### config.mk
export PLATFORM = sky130hd
export DESIGN_NAME = uart_rx
export DESIGN_NICKNAME = d
export VERILOG_FILES = /design/src/rtl/uart_pkg.sv /design/src/rtl/uart_baud_gen.sv /design/src/rtl/uart_rx.sv
export SDC_FILE = /design/constraint.sdc
export NUM_CORES = 1
export LEC_CHECK = 0
export BUFFER_PORTS_ARGS = -buffer_cell sky130_fd_sc_hd__buf_2
export CORE_ASPECT_RATIO = 1.75
export CORE_MARGIN = 2
export CORE_UTILIZATION = 49
export CTS_CLUSTER_SIZE = 10
export DETAILED_ROUTE_END_ITERATION = 8
export GPL_ROUTABILITY_DRIVEN = 0
export GPL_TIMING_DRIVEN = 0
export HOLD_SLACK_MARGIN = 0.06
export PLACE_DENSITY = 0.77
export RECOVER_POWER = 25
export SETUP_SLACK_MARGIN = 0.02
export SLEW_MARGIN = 10
export SYNTH_ARGS = -nofsm -noshare
export SYNTH_HDL_FRONTEND = slang
export SYNTH_HIERARCHICAL = 1
export SYNTH_SLANG_ARGS = --single-unit
### constraint.sdc
create_clock -name clk -period 2.3 [get_ports clk]
set_clock_uncertainty 0.05 [all_clocks]
set_input_delay 0.115 -clock clk [delete_from_list [all_inputs] [get_ports clk]]
set_output_delay 0.115 -clock clk [all_outputs]
set_load 0.005 [all_outputs]
### src/rtl/uart_pkg.sv
// uart_pkg: constants and FSM state type shared by the UART receiver and transmitter
package uart_pkg;
  localparam int BAUD_DIV_DEFAULT = 868;
  localparam int DATA_BITS = 8;
  localparam int BAUD_CNT_W = 14;
  typedef enum logic [2:0] {IDLE, START, DATA, PARITY, STOP1, STOP2} state_t;
endpackage

### src/rtl/uart_baud_gen.sv
// uart_baud_gen: free-running counter that ticks on its terminal count and wraps to zero
module uart_baud_gen
  import uart_pkg::*;
#(
  parameter int TERM_COUNT = BAUD_DIV_DEFAULT
) (
  input  logic clk,
  input  logic rst,
  input  logic i_clear,
  input  logic i_enable,
  output logic o_tick
);
  logic [BAUD_CNT_W-1:0] r_cnt;
  assign o_tick = i_enable && (r_cnt == BAUD_CNT_W'(TERM_COUNT - 1));
  always_ff @(posedge clk or posedge rst)
    if (rst) r_cnt <= '0;
    else if (i_clear || o_tick) r_cnt <= '0;
    else if (i_enable) r_cnt <= r_cnt + 1'b1;
endmodule

### src/rtl/uart_rx.sv
// uart_rx: UART receiver with mid-bit sampling, one-deep holding register and per-byte error flags
module uart_rx
  import uart_pkg::*;
#(
  parameter int BAUD_DIVISOR = BAUD_DIV_DEFAULT,
  parameter int SYNC_STAGES  = 2
) (
  input  logic                 clk,
  input  logic                 rst,
  input  logic                 Rx_en,
  input  logic                 Two_stop,
  input  logic                 Odd_parity,
  input  logic                 Rx_in,
  input  logic                 rd_en,
  output logic [DATA_BITS-1:0] rx_data,
  output logic                 data_valid,
  output logic                 parity_err,
  output logic                 frame_err,
  output logic                 overrun_err
);
  state_t r_state, w_next;
  logic [SYNC_STAGES-1:0] r_sync;
  logic [DATA_BITS-1:0] r_shift, r_data;
  logic [2:0] r_bit_cnt;
  logic r_rxs_d, r_two, r_odd, r_par_err, r_frm_err;
  logic r_valid, r_perr, r_ferr, r_ovr;
  logic w_rxs, w_half_tick, w_full_tick, w_full_clr, w_done, w_load, w_ferr;
  assign w_rxs = r_sync[SYNC_STAGES-1];
  assign w_full_clr = (r_state == IDLE) || (r_state == START);
  assign w_done = Rx_en && w_full_tick && (r_state == STOP2 || (r_state == STOP1 && !r_two));
  assign w_load = w_done && (!r_valid || rd_en);
  assign w_ferr = !w_rxs || (r_state == STOP2 && r_frm_err);
  assign rx_data = r_data;
  assign data_valid = r_valid;
  assign parity_err = r_perr;
  assign frame_err = r_ferr;
  assign overrun_err = r_ovr;
  uart_baud_gen #(.TERM_COUNT(BAUD_DIVISOR / 2)) u_half (
    .clk(clk), .rst(rst), .i_clear(r_state != START), .i_enable(r_state == START), .o_tick(w_half_tick)
  );
  uart_baud_gen #(.TERM_COUNT(BAUD_DIVISOR)) u_full (
    .clk(clk), .rst(rst), .i_clear(w_full_clr), .i_enable(!w_full_clr), .o_tick(w_full_tick)
  );
  always_comb begin
    w_next = r_state;
    if (!Rx_en) w_next = IDLE;
    else
      case (r_state)
        IDLE:    if (r_rxs_d && !w_rxs) w_next = START;
        START:   if (w_half_tick) w_next = w_rxs ? IDLE : DATA;
        DATA:    if (w_full_tick && r_bit_cnt == 3'd7) w_next = PARITY;
        PARITY:  if (w_full_tick) w_next = STOP1;
        STOP1:   if (w_full_tick) w_next = r_two ? STOP2 : IDLE;
        STOP2:   if (w_full_tick) w_next = IDLE;
        default: w_next = IDLE;
      endcase
  end
  always_ff @(posedge clk or posedge rst)
    if (rst) begin
      r_sync <= '1;
      r_rxs_d <= 1'b1;
      r_state <= IDLE;
      r_shift <= '0;
      r_bit_cnt <= '0;
      r_two <= 1'b0;
      r_odd <= 1'b0;
      r_par_err <= 1'b0;
      r_frm_err <= 1'b0;
    end else begin
      r_sync <= {r_sync[SYNC_STAGES-2:0], Rx_in};
      r_rxs_d <= w_rxs;
      r_state <= w_next;
      // frame options track the inputs while idle and freeze once a start edge is seen
      if (r_state == IDLE) begin
        r_two <= Two_stop;
        r_odd <= Odd_parity;
      end
      if (r_state != DATA) r_bit_cnt <= '0;
      else if (w_full_tick) begin
        r_bit_cnt <= r_bit_cnt + 3'd1;
        r_shift <= {w_rxs, r_shift[DATA_BITS-1:1]};
      end
      if (r_state == PARITY && w_full_tick) r_par_err <= (^r_shift ^ w_rxs) != r_odd;
      if (r_state == STOP1 && w_full_tick) r_frm_err <= !w_rxs;
    end
  always_ff @(posedge clk or posedge rst)
    if (rst) begin
      r_data <= '0;
      r_valid <= 1'b0;
      r_perr <= 1'b0;
      r_ferr <= 1'b0;
      r_ovr <= 1'b0;
    end else begin
      if (rd_en && r_valid) begin
        r_valid <= 1'b0;
        r_ovr <= 1'b0;
      end
      if (w_done && r_valid && !rd_en) r_ovr <= 1'b1;
      if (w_load) begin
        r_data <= r_shift;
        r_perr <= r_par_err;
        r_ferr <= w_ferr;
        r_valid <= 1'b1;
      end
    end
endmodule

==> results.toml <==
[logic_synthesis]
syn_avg_cell_area_um2 = 11.23
synth_common_cells = "dfrtp_1, nor2_1, xnor2_1"
synth_seq_cells = 61
synth-compound-area-share_pct = 4.179
synthAdderAreaFrac_pct = 2.111
ys_warn_count = 6
yosysUniqueCellTypes = 48
synth_mux_area_share_pct = 8.611
yosysTopAreaCell = "dfrtp_1"
synth_xor_area_share_pct = 10.51
synth-simple-area-share_pct = 19.76
syn-num-nets = 276
synth.area.top_cells = "dfrtp_1, xnor2_1, mux2_2"
synth_top_family_by_area = "simple AND/OR/NAND/NOR gates"
synth_area_mm2 = 0.002964
synth-main-ff-cell = "dfrtp_1"
synth-edff-count = 0
async_flop_share_pct = 100.0
synthCells = 264
synth-seq-area-share_pct = 51.63
yosysMostFrequentCell = "dfrtp_1"
synth_top_area_share_pct = 48.97

[drt]
drtAntennaViolNets = 0
drc_errors = 0
wl_per_cell_um = 14.60
vias_per_cell = 5.265
drtIter0Drc = 141
vias = 2106
firstDrtPassIters = 7
wirelength_mm = 5.838

[power]
vdd_ir_drop_max_mv = 0.2385
p_clk_share_pct = 42.4
power.internal_mw = 1.599
power_frac_seq_pct = 53.3
p_sw_uw = 449.6
swShare_pct = 21.95
combPwrFrac_pct = 4.3
p_per_area_mw_per_mm2 = 563.7
p_leak_nw = 1.617

[timing]
slew_headroom_pct = 54.47
min_period_ns = 2.398
report.final.setup_viol = 19
slew_violations = 0
rsz0062_at_grt = "true"
worstMarginPinSlew_ns = 0.6820
fmax_ghz = 0.4170
worst_slack_ns = -0.09822
hold_viol = 0
finalCritPeriodShare_pct = 104.3
hold_slack_ns = 0.3063
timing.setup.tns_ns = -1.176

[clocking]
cts_sinks = 61
cts.clk_slew.worst_paths_ns = 0.06
cts_tree = "yes"
clockBufferDepth = 2
clk_latency_ns = 0.34
numCtsBuffers = 9
cts_root_buffer = "clkbuf_8"
htree_levels = 3

[status]
status = "finished with violations"
violations = "setup timing"

[worst_setup_path]
worstPathArrival_ns = 2.57
worst_setup_path_end_kind = "register"
cp.required_ns = 2.47
cp-start-kind = "register"
worstPathMaxFanout = 5
worstSetupPathType = "register to register"

[finish]
num-fill-cells = 451
fin_util_pct = 61.80
num-nets-final = 329
syn_to_final_growth_pct = 22.58
drive_gt1_share_pct = 31.37
antenna_cells = 0

[floorplan]
chipWidth_um = 62.80
die_area_mm2 = 0.006712
dieHeight_um = 106.9
initial_core_util_pct = 50.41
placementRows = 37
core_area_mm2 = 0.005879
pin_count = 19

[place]
io_buffers = 18
dpl.hpwl_mm = 3.804
pre_cts_slack_ns = -0.4518

[global_routing]
grt_pass1_wl_mm = 10.23
top_usage_layer = "met2"
use_met1_pct = 20.89
antenna_found_initial = 0
grt_pass1_vias = 2231
met2_usage_pct = 36.18
grtUsageTotal_pct = 19.79
gr-total-overflow = 0
grt_use_met3_pct = 4.092
grt_max_degree = 34

[run]
cap_violations = 0

[worst_hold_path]
hp-class = "register to register"
area by class of cell:
cell class	count	area, um2	share of cell area (%)
flip-flops and latches	61	1533	42.18
multi-input cells	186	1423	39.15
repair buffers	41	296.5	8.161
clock buffers	15	176.4	4.855
well taps	78	97.59	2.686
plain buffers	7	58.81	1.618
inverters	11	43.79	1.205
clock inverters	1	5.005	0.1377
cell usage in the layout, fill, tap and decap left out, types with 6 or more instances in the layout:
cell	instances
buf_4	16
inv_1	9
nor3_1	8
buf_2	19
mux2_2	14
xor2_1	7
mux2_4	6
dfrtp_1	56
dlygate4sd3_1	6
nor4_1	8
nand2_1	15
nor2_1	32
o21ai_0	6
nand4_1	7
clkbuf_8	12
xnor2_1	26
final timing paths:
check | from | endpoint | slack (ns) | cells after the start
min in group asynchronous | rst | u_full/r_cnt[3] | 0.34 | 3
hold / removal | r_sync[0] | r_sync[1] | 0.31 | 0
setup / recovery | u_full/r_cnt[4] | rx_data[1] | -0.1 | 8
setup reg to reg | u_full/r_cnt[4] | rx_data[1] | -0.1 | 8
hold reg to reg | r_sync[0] | r_sync[1] | 0.31 | 0
max in group asynchronous | rst | r_state[2] | 1.32 | 3
layer usage:
metal | vias to the layer above | part of all wire (%)
li1 | 1016 | -
met5 | - | 0
met1 | 1045 | 40
met3 | 11 | 2.4
met2 | 34 | 55
met4 | 0 | 2.6
critical path, cell delays in order (launching register included):
cell     delay, ns
dfrtp_1       0.40
or4_4         0.55
nor4_4        0.32
buf_6         0.15
inv_4         0.03
nor4b_4       0.21
buf_6         0.17
nand2_8       0.08
mux2_4        0.31
power by group through the flow:
stage          combinational, mW  sequential [mW]  clock [mW]
6_report                  0.0877             1.09       0.869
5_1_grt                   0.0980             1.09       0.931
4_1_cts                   0.0878             1.09       0.892
3_5_place_dp              0.0791             1.11           0
3_3_place_gp              0.0774             1.11           0
2_1_floorplan             0.0583             1.11           0
through the flow:
| stage | power (mW) | cell area (um2) | std cells |
|---|---|---|---|
| after floorplan | 1.167 | 2964 | 264 |
| after global placement | 1.188 | 3152 | 360 |
| after detailed placement | 1.190 | 3152 | 360 |
| after CTS | 2.072 | 3588 | 396 |
| after global routing | 2.121 | 3633 | 400 |
| final | 2.048 | 3633 | 400 |
kinds of logic after synthesis:
kind of cell    after synthesis
mux                          23
compound gates               20
buf+inv                      18
fa+ha+maj                     5
xor+xnor                     34
simple gates                103
flops                        61
flip-flops by register name (all words and copies together), names as in the netlist, 2 cells and up:
signal	flops
r_sync	2
r_shift	8
rx_data	8
u_full/r_cnt	14
u_half/r_cnt	14
r_state	3
r_bit_cnt	3
timing repair:
action | 4_1_cts | 5_1_grt
pin swaps | 5 | 4
setup buffers | 13 | 5
setup endpoints to repair | 20 | 33
hold buffers | 6 | 0
hold endpoints to repair | 35 | 0
resized for setup | 18 | 8
cloned | 1 | 0
No activity file was read; power rests on OpenSTA's default activity.
